`src/rtl/clksel_pkg.sv`:
```
// Shared definitions for the clock-select sequencer: FSM state encoding and
// clockgenerator sel codes.
package clksel_pkg;

    localparam int DEFAULT_CNT_W = 5;

    localparam logic [2:0] SEL_OFF   = 3'b000;
    localparam logic [2:0] SEL_DIV1  = 3'b001;
    localparam logic [2:0] SEL_DIV2  = 3'b010;
    localparam logic [2:0] SEL_DIV4  = 3'b011;
    localparam logic [2:0] SEL_DIV8  = 3'b100;
    localparam logic [2:0] SEL_DIV16 = 3'b101;
    localparam logic [2:0] SEL_DIV32 = 3'b110;
    localparam logic [2:0] SEL_HIGH  = 3'b111;

    typedef enum logic [2:0] {
        ST_IDLE   = 3'd0,
        ST_ALIGN  = 3'd1,
        ST_GATE   = 3'd2,
        ST_SWITCH = 3'd3,
        ST_SETTLE = 3'd4,
        ST_ACK    = 3'd5
    } state_e;

endpackage

```
`src/rtl/clksel_arb.sv`:
```
// Fixed-priority two-requester arbiter: requester 0 wins. Grant and code are
// latched only while enabled, so they stay stable for a whole switch sequence.
module clksel_arb
    import clksel_pkg::*;
(
    input  logic       clk_i,
    input  logic       rst_i,
    input  logic       en_i,
    input  logic       req0_i,
    input  logic [2:0] code0_i,
    input  logic       req1_i,
    input  logic [2:0] code1_i,
    output logic       req_any_o,
    output logic [2:0] win_code_o,
    output logic [2:0] cur_code_o,
    output logic       grant_o
);

    logic       grant_q, grant_d;
    logic [2:0] code_q, code_d;

    assign req_any_o  = req0_i | req1_i;
    assign win_code_o = req0_i ? code0_i : code1_i;

    always_comb begin
        grant_d = grant_q;
        code_d  = code_q;
        if (en_i && req_any_o) begin
            grant_d = ~req0_i;
            code_d  = win_code_o;
        end
    end

    always_ff @(posedge clk_i) begin
        if (rst_i) begin
            grant_q <= 1'b0;
            code_q  <= SEL_OFF;
        end else begin
            grant_q <= grant_d;
            code_q  <= code_d;
        end
    end

    assign cur_code_o = code_q;
    assign grant_o    = grant_q;

endmodule

```
`src/rtl/clksel_sequencer.sv`:
```
// Glitch-free sel switching for clockgenerator: align to divider wrap, gate, switch,
// settle, ack. Define CLKSEL_SWCNT_EN to add the saturating sw_count output.
module clksel_sequencer
    import clksel_pkg::*;
#(
    parameter int         SETTLE_CYCLES = 4,
    parameter logic [2:0] RESET_SEL     = SEL_DIV1,
    parameter int         CNT_W         = DEFAULT_CNT_W
) (
    input  logic       clkin,
    input  logic       rst,
    input  logic       req0,
    input  logic [2:0] code0,
    input  logic       req1,
    input  logic [2:0] code1,
    output logic       ack0,
    output logic       ack1,
    output logic [2:0] sel_out,
    output logic       div_clr,
    output logic       gate_en,
    output logic       busy
`ifdef CLKSEL_SWCNT_EN
    ,
    output logic [7:0] sw_count
`endif
);

    localparam logic [3:0] SETTLE_LAST = 4'(SETTLE_CYCLES - 1);

    state_e             state_q, state_d;
    logic [CNT_W-1:0]   phase_q, phase_d;
    logic [3:0]         settle_q, settle_d;
    logic [2:0]         sel_q, sel_d;
    logic               gate_q, gate_d;

    logic       req_any;
    logic [2:0] win_code;
    logic [2:0] cur_code;
    logic       grant;

    clksel_arb u_arb (
        .clk_i      (clkin),
        .rst_i      (rst),
        .en_i       (state_q == ST_IDLE),
        .req0_i     (req0),
        .code0_i    (code0),
        .req1_i     (req1),
        .code1_i    (code1),
        .req_any_o  (req_any),
        .win_code_o (win_code),
        .cur_code_o (cur_code),
        .grant_o    (grant)
    );

    always_comb begin
        state_d  = state_q;
        phase_d  = phase_q + CNT_W'(1);
        settle_d = settle_q;
        sel_d    = sel_q;
        case (state_q)
            ST_IDLE: begin
                if (req_any) state_d = (win_code == sel_q) ? ST_ACK : ST_ALIGN;
            end
            ST_ALIGN: begin
                if (&phase_q) state_d = ST_GATE;
            end
            ST_GATE: begin
                // sel is loaded here so it is already stable during SWITCH
                state_d = ST_SWITCH;
                sel_d   = cur_code;
            end
            ST_SWITCH: begin
                state_d  = ST_SETTLE;
                phase_d  = '0;
                settle_d = '0;
            end
            ST_SETTLE: begin
                if (settle_q == SETTLE_LAST) state_d = ST_ACK;
                else                         settle_d = settle_q + 4'd1;
            end
            ST_ACK:  state_d = ST_IDLE;
            default: state_d = ST_IDLE;
        endcase
        // Gate enable is registered from the next state so the clock gate sees a clean level
        gate_d = !(state_d inside {ST_GATE, ST_SWITCH, ST_SETTLE});
    end

    always_ff @(posedge clkin) begin
        if (rst) begin
            state_q  <= ST_IDLE;
            phase_q  <= '0;
            settle_q <= '0;
            sel_q    <= RESET_SEL;
            gate_q   <= 1'b1;
        end else begin
            state_q  <= state_d;
            phase_q  <= phase_d;
            settle_q <= settle_d;
            sel_q    <= sel_d;
            gate_q   <= gate_d;
        end
    end

    assign sel_out = sel_q;
    assign gate_en = gate_q;
    assign div_clr = (state_q == ST_SWITCH);
    assign ack0    = (state_q == ST_ACK) && !grant;
    assign ack1    = (state_q == ST_ACK) && grant;
    assign busy    = (state_q != ST_IDLE);

`ifdef CLKSEL_SWCNT_EN
    logic [7:0] swcnt_q, swcnt_d;

    always_comb begin
        swcnt_d = swcnt_q;
        if (state_q == ST_SWITCH && swcnt_q != 8'hFF) swcnt_d = swcnt_q + 8'd1;
    end

    always_ff @(posedge clkin) begin
        if (rst) swcnt_q <= 8'd0;
        else     swcnt_q <= swcnt_d;
    end

    assign sw_count = swcnt_q;
`endif

endmodule

```
`config.mk`:
```
export PLATFORM = sky130hd
export DESIGN_NAME = clksel_sequencer
export DESIGN_NICKNAME = d
export VERILOG_FILES = /design/src/rtl/clksel_pkg.sv /design/src/rtl/clksel_arb.sv /design/src/rtl/clksel_sequencer.sv
export SDC_FILE = /design/constraint.sdc
export NUM_CORES = 1
export LEC_CHECK = 0
export ABC_AREA = 1
export BUFFER_PORTS_ARGS = -buffer_cell sky130_fd_sc_hd__buf_2
export CAP_MARGIN = 20
export CORE_ASPECT_RATIO = 1.4
export CORE_MARGIN = 3
export CORE_UTILIZATION = 53
export CTS_CLUSTER_DIAMETER = 60
export DETAILED_ROUTE_END_ITERATION = 12
export PLACE_DENSITY = 0.76
export SYNTH_ARGS = -nofsm -noshare
export SYNTH_HDL_FRONTEND = slang
export SYNTH_SLANG_ARGS = --single-unit
export TNS_END_PERCENT = 10
```
`constraint.sdc`:
```
create_clock -name clkin -period 1.45 [get_ports clkin]
set_input_delay 0.0725 -clock clkin [delete_from_list [all_inputs] [get_ports clkin]]
set_output_delay 0.0725 -clock clkin [all_outputs]
set_load 0.02 [all_outputs]
```
# [Word-level counts from Yosys, hierarchy flattened]
# Cells that the tools add are included.
[totals] register_bits=20 inputBits=10 output_inout_bits=8
[classes] n_addsub=2 eq_ne=11 mux=8 bitwise=2 n_reduce_logical=12
[op_table] operator="2-to-1 mux 3 bit" n=5
[op_table] operator="one-hot mux 3 bit (5 select lines)" n=1
[op_table] operator="equality test 3 x 2 -> 1 bit (second input constant)" n=4
[op_table] operator="equality test 3 bit (second input constant)" n=3
[op_table] operator="one-hot mux 4 bit (2 select lines)" n=1
[op_table] operator="nonzero test 3 bit" n=2
[op_table] operator="adder 5 x 1 -> 5 bit (second input constant)" n=1
[op_table] operator="AND reduction 5 bit" n=1
[op_table] operator="adder 4 x 1 -> 4 bit (second input constant)" n=1
[op_table] operator="equality test 4 x 2 -> 1 bit (second input constant)" n=1
[op_table] operator="2-to-1 mux 4 bit" n=1
[op_table] operator="equality test 3 x 1 -> 1 bit (second input constant)" n=1
[op_table] operator="equality test 3 bit" n=1
[op_table] operator="logical AND 1 bit" n=3
[op_table] operator="zero test 3 bit" n=1
[op_table] operator="zero test 1 bit" n=2
[op_table] operator="!= test 2 bit (second input constant)" n=1
[op_table] operator="AND reduction 2 bit" n=1
[op_table] operator="nonzero test 2 bit" n=1
[op_table] operator="OR reduction 2 bit" n=1
[op_table] operator="NOT 1 bit" n=1
[op_table] operator="bitwise OR 1 bit" n=1

# [Depth between registers and ports, before layout]
[depth] ltp_word=8 ltp_mapped=9

# [Hierarchy]
# Synthesis repeated with hierarchy kept, for this count alone.
[unflattened] cells_unflattened=151 hier_area_um2=1039.7
[by_module_without_submodules] mod="clksel_sequencer" n_inst=1 cells_each=108 area_each_um2=788.3
[by_module_without_submodules] mod="clksel_arb" n_inst=1 cells_each=43 area_each_um2=251.5

# [Least setup slack after synthesis]
# Ideal clock, no wire load.
[synth_timing] path_type="register to register" start="register settle_q[0]" end="register settle_q[2]" setup_time_ns=0.071 t_arrival_ns=1.093 required_time_ns=1.379 setup_slack_ns=0.286 path_stages_with_launch=7 synth_period_minus_slack_ns=1.164 cell_sequence="dfxtp_1 -> ha_1 -> nor3b_2 -> nor2_2 -> nor2_4 -> nand2_1 -> a21oi_1"
[synth_between] elab_chain_cells=3
[synth_rtl] element="start: declaration" line="clksel_sequencer.sv:32" rtl="logic [3:0] settle_q, settle_d;"
[synth_rtl] element="start signal: assignment" line="clksel_sequencer.sv:98" rtl="settle_q <= settle_d;"
[synth_rtl] element="adder 4 x 1 -> 4 bit or equality test 4 x 2 -> 1 bit (tied branches)" line="clksel_sequencer.sv:79, clksel_sequencer.sv:78"
[synth_rtl] element="2-to-1 mux 4 bit or != test 2 bit (tied branches)"
[synth_rtl] element="one-hot mux 4 bit (2 select lines) or AND reduction 2 bit (tied branches)"
# Several ways; a longest one is shown, not always the timed one. The select of a mux whose other input is x is not followed.
# A chain may end at the register's enable or synchronous reset.

# [Worst setup path after layout]
[layout_timing] start="register settle_q[0]" end="register settle_q[1]"
# Same word-level chain as after synthesis.

==> run summary <==
Endpoint of the worst hold path: state_q[2]$_SDFF_PP0_. In this run the power spent charging and discharging nets is 280 µW. After synthesis, flip-flops and latches occupy 40.1% of the total area. The number of antenna violations at the first check in global routing was 0; the worst slack at placement was 0.0973 ns. In this run the biggest area consumer among cell types represents 40.1% of the synthesized area. The run gives 6 as the number of DRC violations after detailed-routing iteration 0.

The highest-delay cell along the critical path was dfxtp_1. The number of storage elements in the synthesis netlist came out at 20. The detail route stage leaves a number of antenna-violating nets equal to 0. For this run, design rule violations remaining after detail routing come to 0. The die width is 42.7 µm, and the number of detailed-routing iterations run before antenna repair is 3. Routability-driven placement finished with a final weighted congestion of 0.795. The finished cells cover 1140 µm².

For this block, the routed nets add up to 1930 µm of wire. The logs give 17 for the site row count and 20 for the clock sink count. The setup TNS was 0 ns; the number of top-level design ports was 18. The biggest area consumer among synthesized cells was dfxtp_1.

The proportion of power drawn by combinational gates was 13.3%; the maximum achievable frequency was 748 MHz. The share of the clock period used by the worst path after layout works out to 92.2%. The tools report the reg-to-reg endpoint as settle_q[1]$_SDFFE_PP0P_.

The fraction of power spent switching nets was 26.5%; the actual transition at the worst max-transition pin was 0.351 ns. The initial utilization of the core area, before any placement, comes to 59.5%. The netlist area before placement is 1000 µm². After detailed placement, the total cell area comes to 1100 µm². The average cell area after synthesis is 7.19 µm², and the count of buffers inserted at the top-level ports is 17. Synthesis produced 139 cells. Critical path endpoint category: a register. The number of hold-repair buffers added at the cts stage was 0.

The worst path needs 1.34 ns of the cycle, external delays included. The clock network burns 30.9% of the power. The worst hold path passes through 2 cells. The instance count on the critical path was 6; the worst-skew pair later-pin latency was 0.31 ns. The root buffer cell chosen for the clock tree is clkbuf_4.

Yosys printed 0 warnings. After floorplanning, the core was sized to cover 1680 µm². The overall overflow remaining after global route is 0. For the global routing usage summed across all routing layers, the log shows 18.6%.

The hold violation total from the final report is 0. Of the total power, registers draw 55.7%. Setup repair after global routing left no endpoint under its margin. The global-route wire length before repair was 3530 µm. Counting every net in the synthesized netlist gives 152. The hold slack is 0.0602 ns, and the count of instances resized after the clock tree is built is 0. For the setup slack after layout, the log shows 0.113 ns. The antenna diode count came out at 0. Along the worst path, the maximum fanout reaches 5. STA puts the critical path data required time at 1.70 ns. Together, buffers and inverters on the worst path number 0.

The worst register-to-register path has a setup slack of 0.11 ns. The most common cell in the synthesized netlist is nand2_1. Cell internal power was estimated by the tool at 777 µW. The startpoint identified for the worst register-to-register timing path is settle_q[0]$_SDFFE_PP0P_. The worst pin sits at a relative slew slack of 76.4%. After synthesis, the share of flip-flops with an asynchronous set or reset is 0%. TritonCTS built the clock tree. VDD sags by at most 0.692 mV.

The final layout contains 172 nets. Max-cap violations in this run came to 0. By count the netlist is led by nand2_1, dfxtp_1, inv_1. The power density over cell area is 926 nW/µm². After detailed routing, the average wire length per cell comes to 10.9 µm. The clock passes through at most 2 buffers. The maximum single-stage delay on the critical path came out at 0.40 ns. The tools report the number of global-route vias before repair as 898. The logs give 0 for the total count of max-transition violations in the final report and 177 for the filler-free cell count of the finished design. Counting flops with a built-in enable in the synthesized netlist gives 0. For the critical path arrival, the log shows 1.58 ns. STA classifies the critical path startpoint as a register.

The logs give 2450 µm² for the total die area and 3 for the number of buffers created by CTS. The tools report the final count of negative-setup-slack endpoints as 0. Entering global routing, the biggest net connects 12 pins. Number of cells in the design after placement: 173. The fraction of layout instances using a drive strength above 1 is 22.8%, and the number of vias per cell is 5.06.

Grouping stages by cell kind, the critical path spends the most delay in simple AND/OR/NAND/NOR gates. The total via count in the routed design was 895; the clock-pin slew of the registers on the worst-case setup and hold paths was 0.11 ns. In the post-synthesis netlist, the biggest area contributors are dfxtp_1, nand2_1, inv_1. For the worst flop-to-flop path, the logic depth is 6. The tools report the count of H-tree levels built during CTS as 1.

After clock tree synthesis, the setup repair step added 0 buffers. The commonest register cell after synthesis is dfxtp_1. The area growth from synthesis to layout is 14.3%, and the die height is 57.4 µm.

Leakage power summed over all cells: 0.554 nW. The critical path goes through ha_1 -> nor3b_4 -> nor2_2 -> nor2_4 -> nand2_1 -> a21oi_1. For the estimated wirelength of the detail-placed design, the log shows 1560 µm. The number of distinct standard cells referenced by the synthesized netlist is 25. The worst min-delay path class is in2reg. The setup path with the least slack is of type reg2reg. The tools report the startpoint of the worst hold path as rst. The flow ran to the end, and the final reports show no timing, DRC or antenna violations.

Between clock sinks in the finished design, the worst skew comes to 0.00411 ns.
final cells by class:
cell class                      instances  area (µm²)
Fill cell                             157         538
Multi-Input combinational cell         95         514
Clock buffer                            4        36.3
Inverter                               22        82.6
Sequential cell                        20         400
Timing Repair Buffer                   17        85.1
Tap cell                               19        23.8
worst max-delay path by stage:
| stage | startpoint | to | slack (ns) |
|---|---|---|---|
| after CTS | settle_q[0]$_SDFFE_PP0P_ | settle_q[1]$_SDFFE_PP0P_ | 0.06 |
| after detailed placement | settle_q[0]$_SDFFE_PP0P_ | settle_q[1]$_SDFFE_PP0P_ | 0.1 |
| final | settle_q[0]$_SDFFE_PP0P_ | settle_q[1]$_SDFFE_PP0P_ | 0.11 |
| after floorplan | settle_q[0]$_SDFFE_PP0P_ | settle_q[2]$_SDFFE_PP0P_ | 0.29 |
| after global placement | settle_q[0]$_SDFFE_PP0P_ | settle_q[3]$_SDFFE_PP0P_ | 0.21 |
| after global routing | settle_q[0]$_SDFFE_PP0P_ | settle_q[3]$_SDFFE_PP0P_ | 0.002 |
power groups by stage:
stage | logic (mW) | registers [mW] | clock network, mW
after floorplan | 0.105 | 0.599 | 0
after global placement | 0.139 | 0.600 | 0
after detailed placement | 0.142 | 0.602 | 0
after CTS | 0.143 | 0.589 | 0.335
after global routing | 0.164 | 0.593 | 0.352
final | 0.141 | 0.589 | 0.327
placed cells by master (no fill, tap or decap):
cell type and instances:
nor2_1 13, o21ai_1 1, nor3_1 1, nand2_1 32, inv_2 3, nand3_2 1, clkbuf_8 1, nor3b_1 1
nand3_1 9, nand2_4 2, ha_1 3, nand2_2 1, a21oi_1 13, nand4_1 1, xnor2_1 1, nor2_2 2
a31oi_1 1, nor3b_4 1, inv_1 19, clkbuf_4 3, o21ai_0 6, o211ai_1 1, buf_2 17, nor2_4 3
a21oi_2 2, dfxtp_1 20
metal layers:
layer | part of all wire, % | wire length [µm] | track usage (%) | vias to the layer above
met5 | 0 | 0 | 0 | -
met1 | 42 | 821 | 19.8 | 398
met2 | 52 | 1000 | 34.1 | 14
met3 | 3.3 | 64 | 1.89 | 4
li1 | - | - | - | 479
met4 | 2.2 | 43 | 10.7 | 0
state kept, by name, summed over array words and instances, names as in the netlist:
name              flops
gate_en               1
phase_q               5
sel_out               3
settle_q              4
state_q               3
u_arb.cur_code_o      3
u_arb.grant_o         1
cell families (layout without fill, tap and decap cells):
family          Yosys count  in the layout  share of synthesized area, %
buf+inv                  24             43                          9.14
fa+ha+maj                 3              3                          3.76
flops                    20             20                          40.0
simple gates             67             67                          33.0
xor+xnor                  1              1                         0.876
compound gates           24             24                          13.1
stage by stage:
step | util, % | power (mW)
2_1_floorplan | - | 0.705
3_3_place_gp | 65.5 | 0.740
3_5_place_dp | 65.5 | 0.744
4_1_cts | 67.6 | 1.07
5_1_grt | 68.0 | 1.11
6_report | 68.0 | 1.06
Power figures use the tool's default switching activity.
